==> config.mk <==
export PLATFORM = sky130hd
export DESIGN_NAME = axi4_lite_master_read
export DESIGN_NICKNAME = d
export VERILOG_FILES = /design/src/rtl/axi4_lite_master_read.sv
export SDC_FILE = /design/constraint.sdc
export NUM_CORES = 1
export LEC_CHECK = 0
export CAP_MARGIN = 5
export CORE_AREA = 2 2 269 271
export CTS_CLUSTER_SIZE = 12
export DETAILED_ROUTE_END_ITERATION = 8
export DIE_AREA = 0 0 271 273
export PLACE_DENSITY_LB_ADDON = 0.08
export SYNTH_ARGS = -nofsm -noshare
export SYNTH_HDL_FRONTEND = slang
export SYNTH_SLANG_ARGS = --single-unit
==> constraint.sdc <==
create_clock -name clk_i -period 20 [get_ports clk_i]
set_input_delay 3 -clock clk_i [delete_from_list [all_inputs] [get_ports clk_i]]
set_output_delay 3 -clock clk_i [all_outputs]
set_load 0.02 [all_outputs]
==> src/rtl/axi4_lite_master_read.sv <==
// AXI4-Lite read master: fetches one cache block as a series of single-beat
// reads, assembles it, then pulses completion with a sticky error flag.
module axi4_lite_master_read #(
   parameter int AXI_ADDR_WIDTH = 64,
   parameter int AXI_DATA_WIDTH = 32,
   parameter int BLOCK_WIDTH    = 512
) (
   input  logic                      clk_i,
   input  logic                      arst_i,
   input  logic                      read_request_i,
   input  logic [AXI_ADDR_WIDTH-1:0] addr_i,
   output logic [BLOCK_WIDTH-1:0]    block_o,
   output logic                      read_done_o,
   output logic                      read_error_o,
   output logic                      busy_o,
   output logic                      AR_VALID,
   output logic [AXI_ADDR_WIDTH-1:0] AR_ADDR,
   output logic [2:0]                AR_PROT,
   input  logic                      AR_READY,
   output logic                      R_READY,
   input  logic [AXI_DATA_WIDTH-1:0] R_DATA,
   input  logic [1:0]                R_RESP,
   input  logic                      R_VALID
);

   localparam int BEATS = BLOCK_WIDTH / AXI_DATA_WIDTH;
   localparam int CW    = (BEATS > 1) ? $clog2(BEATS) : 1;
   localparam int BOFF  = $clog2(BLOCK_WIDTH / 8);
   localparam int DOFF  = $clog2(AXI_DATA_WIDTH / 8);

   localparam logic [CW-1:0] LAST = CW'(BEATS - 1);
   localparam logic [AXI_ADDR_WIDTH-1:0] BASE_MASK =
      ~((AXI_ADDR_WIDTH'(1) << BOFF) - AXI_ADDR_WIDTH'(1));

   typedef enum logic [1:0] {
      IDLE,
      ADDR,
      DATA,
      DONE
   } state_t;

   state_t                    state_q;
   state_t                    state_d;
   logic [CW-1:0]             beat_q;
   logic                      err_q;
   logic [AXI_ADDR_WIDTH-1:0] base_q;
   logic [BLOCK_WIDTH-1:0]    block_q;
   logic                      start;
   logic                      r_hs;

   assign start = (state_q == IDLE) && read_request_i;
   assign r_hs  = (state_q == DATA) && R_VALID;

   // State register; reset aborts any fetch in flight.
   always_ff @(posedge clk_i or posedge arst_i) begin
      if (arst_i) begin
         state_q <= IDLE;
      end else begin
         state_q <= state_d;
      end
   end

   // Next-state decode: one AR then one R handshake per beat.
   always_comb begin
      state_d = state_q;
      unique case (state_q)
         IDLE: begin
            if (read_request_i) begin
               state_d = ADDR;
            end
         end
         ADDR: begin
            if (AR_READY) begin
               state_d = DATA;
            end
         end
         DATA: begin
            if (R_VALID) begin
               state_d = (beat_q == LAST) ? DONE : ADDR;
            end
         end
         DONE: begin
            state_d = IDLE;
         end
         default: begin
            state_d = IDLE;
         end
      endcase
   end

   // Datapath: block base, beat index, assembled data, sticky error.
   always_ff @(posedge clk_i or posedge arst_i) begin
      if (arst_i) begin
         base_q  <= '0;
         beat_q  <= '0;
         err_q   <= 1'b0;
         block_q <= '0;
      end else begin
         if (start) begin
            base_q <= addr_i & BASE_MASK;
            beat_q <= '0;
            err_q  <= 1'b0;
         end
         if (r_hs) begin
            block_q[int'(beat_q)*AXI_DATA_WIDTH +: AXI_DATA_WIDTH] <= R_DATA;
            if (R_RESP != 2'b00) begin
               err_q <= 1'b1;
            end
            if (beat_q != LAST) begin
               beat_q <= beat_q + CW'(1);
            end
         end
      end
   end

   assign AR_VALID     = (state_q == ADDR);
   assign R_READY      = (state_q == DATA);
   assign read_done_o  = (state_q == DONE);
   assign read_error_o = (state_q == DONE) && err_q;
   assign busy_o       = (state_q != IDLE);
   assign AR_ADDR      = base_q + (AXI_ADDR_WIDTH'(beat_q) << DOFF);
   assign AR_PROT      = 3'b000;
   assign block_o      = block_q;

endmodule

# Word level (Yosys, flattened, before mapping)

Cells that the tools add are included.

Output and inout bits: 584
Bits in registers: 577
Input port bits: 103
Logic and storage cells: 37

Multiplexer cells: 12
Shift operators: 2
Reduce and logical (&&, ||, !) cells: 7
Equality and inequality tests: 8
Add/subtract/negate cells: 3

Operators by type and width:

| operator                  | count |
|---|---|
| $bwmux 512                | 1 |
| $shift 32x33->512 const A | 1 |
| $shiftx 32x33->512        | 1 |
| $add 64x6->64             | 1 |
| $neg 9->33                | 1 |
| $mux 4                    | 3 |
| $mux 2                    | 4 |
| $pmux 2 s4                | 1 |
| $add 4x1->4 const B       | 1 |
| $eq 2x2->1 const B        | 2 |
| $eq 4x4->1 const B        | 1 |
| $ne 2x1->1 const B        | 2 |
| $ne 4x4->1 const B        | 1 |
| $reduce_bool 2->1         | 2 |
| $logic_and 1x1->1         | 3 |
| $mux 1                    | 3 |
| $reduce_and 3->1          | 1 |
| $eq 2x1->1 const B        | 1 |
| $logic_not 2->1           | 1 |
| $ne 2x2->1 const B        | 1 |

# Logic depth before layout (Yosys ltp)

Depth after elaboration: 5
Depth in mapped cells: 9
Gate-level depth less buffers: 6

# Least setup slack after synthesis

Ideal clock, no wire load.

Path kind: input to register
From: input port R_VALID
To: register block_q[192], in the netlist block_o[192]
Slack: 15.524 ns
Required time: 19.872 ns
Stages: 6
Path buffers: 2
Setup time: 0.128 ns
Arrival time: 4.348 ns
Cells stage by stage: and3b_1 -> nand3_1 -> or4_1 -> clkbuf_1 -> buf_2 -> mux2_1

Word-level cells in the longest chain between the ends: 1

Ends and longest elaborated chain:

| item                           | line | RTL |
|---|---|---|
| start: declaration             | 23   | `input logic R_VALID` |
| $logic_and 1x1->1              | 52   | `assign r_hs = (state_q == DATA) && R_VALID;` |
| end signal: assignment         | 97   | `block_q <= '0;` |
| end signal: indexed assignment | 105  | `block_q[int'(beat_q)*AXI_DATA_WIDTH +: AXI_DATA_WIDTH] <= R_DATA;` |
| end: declaration               | 47   | `logic [BLOCK_WIDTH-1:0] block_q;` |

Every way passes these cells.
A chain may end at the register's enable or synchronous reset.

# Worst setup path after layout

From: input port R_VALID
To: register block_q[208], in the netlist block_o[208]

The elaborated chain is that of the path after synthesis.

==> qor.yml <==
status: "finished clean"
dieArea_sq_um: 74000
ios: 687
finClkSkew_ns: 0.0294
hold_viol_final: 0
ctsResizeCount: 0
p_sw_mw: 1.01
grt_max_degree: 172
yosysTopAreaCellShare_pct: 65.6
grt_pass1_vias: 16600
yosysTopAreaCell: "dfrtp_1"
cts_max_path_buffers: 3
drt_wl_total_mm: 82.9
clockPowerShare_pct: 36.6
min_from: "err_q$_DFF_PP0_"
critPathKind: "in2reg"
rsz0062_at_grt: "no"
required_ns: 20.47
power.density_nw_per_um2: 103
drt_iter0_markers: 872
min_path_type: "reg2reg"
tns_ns: 0
antenna_found_initial: 0
clock_latency_ns: 0.59
seq_power_share_pct: 40.7
fin_crit_sh_pct: 28.3
leakagePower_nw: 14.7
startpoint_type: "primary input"
combPwrFrac_pct: 22.7
cts_max_level: 3
syn_avg_cell_area_sq_um: 12.2
synth_area_sq_um: 22000
dpl-instance-area_sq_um: 29700
fin_util_pct: 45.0
final_max_slew_viol_count: 0
wire_per_inst_um: 24.0
hold_ws_ns: 0.471
overflow: 0
synth_seq_cells: 577
route.detailed.drc: 0
hold_buffers: 0
p_int_mw: 2.28
finalInstanceArea_sq_um: 31900
start_util_pct: 31.0
synth_cell_types: 37
synth_area_leaders: "dfrtp_1 66%, mux2_2 15%, nand2_1 8.1%"
finalSetupViolCount: 0
drive_above_1_share_pct: 17.5
ir_worst_vdd_mv: 0.0792
ys_warn_count: 0
worstMarginPinSlew_ns: 1.08
path_max_fanout: 22
io_buffers: 675
core-area_sq_um: 71000
tritoncts: "done"
r2r_cells: 8
yosysSeqAreaShare_pct: 65.6
antenna_left: 0
syn_inst: 1810
maxCapViolCount: 0
fillers: 6537
clock_sinks: 577
r2r-start: "beat_q[0]$_DFF_PP0_"
via_count: 16100
via_per_inst: 4.67
fp.dieW_um: 271
die_y_um: 273
nNetsFinal: 2553
grt_util_all_layers_pct: 22.1
cp-end-kind: "flop"
first_pass_iters: 6
p_sw_share_pct: 30.7
crit_arrival_ns: 6.13
fin_crit_ns: 5.66
cts_made_buffers: 67
syn2layout_area_growth_pct: 45.0
hold_depth: 2
path_clk_slew_ns: 0.06
grt_pass1_wl_mm: 120
gp_congestion: 0.798
max_slew_margin_pct: 27.8
root_buffer: "clkbuf_16"
cp-startpoint: "R_VALID"
cts_setup_buffers: 0
rows: 98
timing.fmax_mhz: 177
hpwlAfterDp_mm: 57.9
==> routing by layer <==
layer  part of all wire, %  global-route usage (%)
met1                    40                    26.7
met2                    50                    38.3
met3                   6.6                    6.19
met4                   2.6                    6.59
met5                     0                       0
==> flip-flops by register name (all words and copies together), names as in the netlist <==
name and count:
block_o 512, base_q 58, beat_q 4, state_q 2, err_q 1
==> power by group through the flow <==
stage	registers [mW]	clock network (mW)	logic [mW]
2_1_floorplan	1.48	0	0.249
3_3_place_gp	1.36	0	0.755
3_5_place_dp	1.36	0	0.760
4_1_cts	1.34	1.24	0.760
5_1_grt	1.35	1.29	0.813
6_report	1.34	1.20	0.748
==> synthesized netlist by cell type (all sizes together) <==
| cell type | n |
|---|---|
| xor2 | 1 |
| nor3 | 1 |
| xnor2 | 2 |
| nand4 | 5 |
| mux2 | 317 |
| o22ai | 1 |
| ha | 3 |
| clkbuf | 108 |
| buf | 29 |
| nand4b | 1 |
| inv | 5 |
| or2 | 1 |
| nand3b | 1 |
| o211ai | 1 |
| nor4b | 2 |
| dfrtp | 577 |
| or3b | 1 |
| or4 | 2 |
| o2111ai | 3 |
| conb | 1 |
| o21a | 2 |
| and2 | 36 |
| nor4bb | 1 |
| nand2 | 474 |
| and3 | 1 |
| and3b | 1 |
| o21ai | 201 |
| nor2b | 6 |
| o31ai | 1 |
| nand3 | 13 |
| nor3b | 1 |
| a21oi | 1 |
| nand2b | 1 |
| nor2 | 9 |
==> cell families after synthesis <==
logic type	after synthesis	synth area share, %
flip-flops	577	65.6
buffers and inverters	142	2.63
AND/OR/NAND/NOR	557	10.4
multiplexers	317	16.2
XOR/XNOR	3	0.153
adder cells (fa/ha/maj)	3	0.171
other	1	0.0170
AO/OA/AOI/OAI	210	4.88
==> through the flow <==
stage / power, mW / instances / worst slack (ns)
final: 3.29 / 3449 / 14.34
after global routing: 3.46 / 3446 / 13.96
after CTS: 3.34 / 3445 / 14.36
after detailed placement: 2.12 / 3327 / 13.70
after global placement: 2.11 / 3327 / 13.73
after floorplan: 1.73 / 1814 / 0.857
==> worst max-delay path: stages <==
cell             delay, ns
clkdlybuf4s50_1       0.50
and3b_1               0.60
nand3_1               0.28
or4_2                 0.98
buf_4                 0.39
mux2_1                0.36
==> cell usage in the layout, fill, tap and decap left out, drive strengths merged, types with 2 or more instances in the layout <==
cell type	count
nor4b	2
nor2	9
clkdlybuf4s50	675
clkbuf	100
xnor2	2
diode	3
clkinv	13
ha	3
o2111ai	3
mux2	317
nand4	5
and2	36
nand2	474
o21ai	201
buf	26
bufinv	2
nor2b	6
inv	7
or4	2
nand3	13
dfrtp	577
conb	5
o21a	2
==> path summary, 6_finish.rpt <==
kind,slack (ns),end
worst min register to register,0.47,err_q$_DFF_PP0_
worst max register to register,15.91,block_o[90]$_DFFE_PP0P_
worst max-delay path,14.34,block_o[208]$_DFFE_PP0P_
worst min-delay path,0.47,err_q$_DFF_PP0_
min in group asynchronous,2.98,block_o[60]$_DFFE_PP0P_
max in group asynchronous,14.40,state_q[0]$_DFFE_PP0P_
==> cell type report <==
type | instances | area (sq um) | share of cell area (%)
timing repair buffer | 701 | 6980 | 21.9
antenna | 3 | 7.51 | 0.0235
sequential | 577 | 14400 | 45.2
clock buffer | 100 | 2000 | 6.27
multi-input combinational | 1095 | 7140 | 22.3
tap | 950 | 1190 | 3.72
clock inverter | 18 | 150 | 0.470
inverter | 5 | 26.3 | 0.0823
Note: power is estimated with default switching activity, not from simulation.
==> variant, RTL diff (config.mk and constraints unchanged) <==
The parameter `BLOCK_WIDTH` goes from 512 to 256.
--- a/src/rtl/axi4_lite_master_read.sv
+++ b/src/rtl/axi4_lite_master_read.sv
@@ -3,7 +3,7 @@
 module axi4_lite_master_read #(
    parameter int AXI_ADDR_WIDTH = 64,
    parameter int AXI_DATA_WIDTH = 32,
-   parameter int BLOCK_WIDTH    = 512
+   parameter int BLOCK_WIDTH    = 256
 ) (
    input  logic                      clk_i,
    input  logic                      arst_i,
Ports: changed (resized block_o); port bits go from 687 to 431. No check against the original RTL was run, so the function may have changed too.
==> variant against the original RTL <==
Clock skew is 17 ps lower; worst setup slack better by 370 ps; final area is 37% lower; global-route usage is 8.1 points lower; wire length is 37% lower; synthesized area is 38% lower; sequential cell count is 256 lower; power is 29% lower; non-clock buffer count is 266 lower.
==> variant: results (changes against the original RTL) <==
[cells_and_area]
antennaDiodeCount=0  ; -3
drive_above_1_share_pct=21.5  ; +4.1 points
fin_nets=1561  ; -39%
nFillCells=7306  ; +12%
largest_register_ff_count=256  ; -50%

[sta]
maxSlewViolCount=0  ; unchanged
setup_viol_count_final=0  ; unchanged
relSlewSlack_pct=30.9  ; +3.2 points
fin_skew_ps=12.4  ; -17.0 ps
holdWs_ps=463  ; -8.25 ps

[logic_synthesis]
ys_types=35  ; -5.4%
asyncSetResetFlopFracSynth_pct=100  ; unchanged
synth_area_leaders=dfrtp_1 59%, mux2_4 11%, mux2_2 10%, nand2_1 5.9%, and2_1 4.4%
yosysWarningCount=0  ; unchanged
synth_seq_area_share_pct=58.7  ; -6.9 points
synth_common_cells=321 x dfrtp_1, 215 x nand2_1, 122 x mux2_2
synthFlopType=dfrtp_1

[global_routing]
antenna_found_initial=2  ; +2
grt_pass1_vias=10100  ; -39%
grt_pass1_wl_microns=75800  ; -37%
overflow=0  ; unchanged
track_usage_pct=14.0  ; -8.1 points
grt_max_degree=146  ; -15%

[placement]
placed_area_sq_mm=0.0188  ; -37%
dp_hpwl_microns=34900  ; -40%
finalWeightedCongestion=0.724  ; -9.3%
io_buffer_count=420  ; -38%

[pwr]
ir_drop_mv=0.0632  ; -20%
p_leak_nw=9.12  ; -38%
p_int_mw=1.56  ; -32%

[route]
firstDrtPassIters=4  ; -2
routed_wl_microns=52200  ; -37%
drt_iter0_markers=393  ; -55%
dr_total_vias=9280  ; -42%

[critical_path]
worst_r2r_endpoint=block_o[241]
path_max_fanout=22  ; unchanged
reg2reg_from=beat_q[0]
rr_worst_depth=6  ; -2
reg2reg_slack_ps=16420  ; +510 ps
cp_data_arrival_time_ps=5730  ; -400 ps

[clock_network]
cts_resized=0  ; unchanged
clk_latency_ps=570  ; -20 ps
cts_root_buf=clkbuf_16
clock_path_buffers=3  ; unchanged
h-tree-depth=2  ; -1
clkTransAtPathRegs_ps=60  ; about the same
cts_buffers=43  ; -36%
post-cts-setup-buffers=0  ; unchanged

[min_path]
holdPathStages=2  ; unchanged
hold_class=reg -> reg
hp-start=err_q
hold_end=err_q

[status]
outcome=completed

## variant: final cells by class
| class | instances | area [sq um] | share of cell area (%) |
|---|---|---|---|
| clock buffers | 66 | 1310 | 6.45 |
| clock inverters | 9 | 126 | 0.625 |
| inverters | 36 | 143 | 0.705 |
| multi-input cells | 614 | 5110 | 25.3 |
| flip-flops and latches | 321 | 8030 | 39.7 |
| well taps | 950 | 1190 | 5.87 |
| repair buffers | 435 | 4330 | 21.4 |
## variant: power by group through the flow
stage	Clock, mW	Sequential, mW	Combinational [mW]
2_1_floorplan	0	0.969	0.228
3_3_place_gp	0	0.841	0.735
3_5_place_dp	0	0.843	0.735
4_1_cts	0.832	0.835	0.737
5_1_grt	0.855	0.851	0.773
6_report	0.794	0.834	0.716
## variant: worst max-delay path by stage
stage,start,end,slack (ps)
2_1_floorplan,arst_i,base_q[10],8120
3_3_place_gp,R_VALID,block_o[236],14070
3_5_place_dp,R_VALID,block_o[239],14050
4_1_cts,R_VALID,block_o[231],14690
5_1_grt,R_VALID,block_o[226],14580
6_report,R_VALID,block_o[241],14710
## variant: kinds of logic after synthesis
family                     after synthesis  share of synthesized area, %
buffers and inverters                   98                          4.39
AOI/OAI and AO/OA                        6                         0.311
muxes                                  258                          23.7
and+or+nand+nor                        338                          12.3
other                                    1                        0.0274
adders and majority gates                7                         0.640
DFF                                    321                          58.7
## variant: stage by stage
| stage | std cells | setup WS [ps] | total power, mW | utilization, % |
|---|---|---|---|---|
| 2_1_floorplan | 1033 | 8120 | 1.20 | - |
| 3_3_place_gp | 2356 | 14070 | 1.58 | 26.5 |
| 5_1_grt | 2431 | 14580 | 2.48 | 28.5 |
| 6_report | 2431 | 14710 | 2.34 | 28.5 |
| 3_5_place_dp | 2356 | 14050 | 1.58 | 26.5 |
| 4_1_cts | 2431 | 14690 | 2.40 | 28.5 |
## variant: critical path: stages
cell and delay [ps]:
clkdlybuf4s50_1 540, nand3b_1 270, nor4b_4 930, buf_4 570, mux2_2 390
## variant: per-layer routing
layer / GRT usage [%] / vias to the layer above / part of all wire, %
li1: - / 4218 / -
met1: 17.3 / 4736 / 42
met2: 23.6 / 250 / 49
met3: 4.04 / 74 / 6.1
met4: 4.22 / 2 / 2.4
met5: 0 / - / 0.025
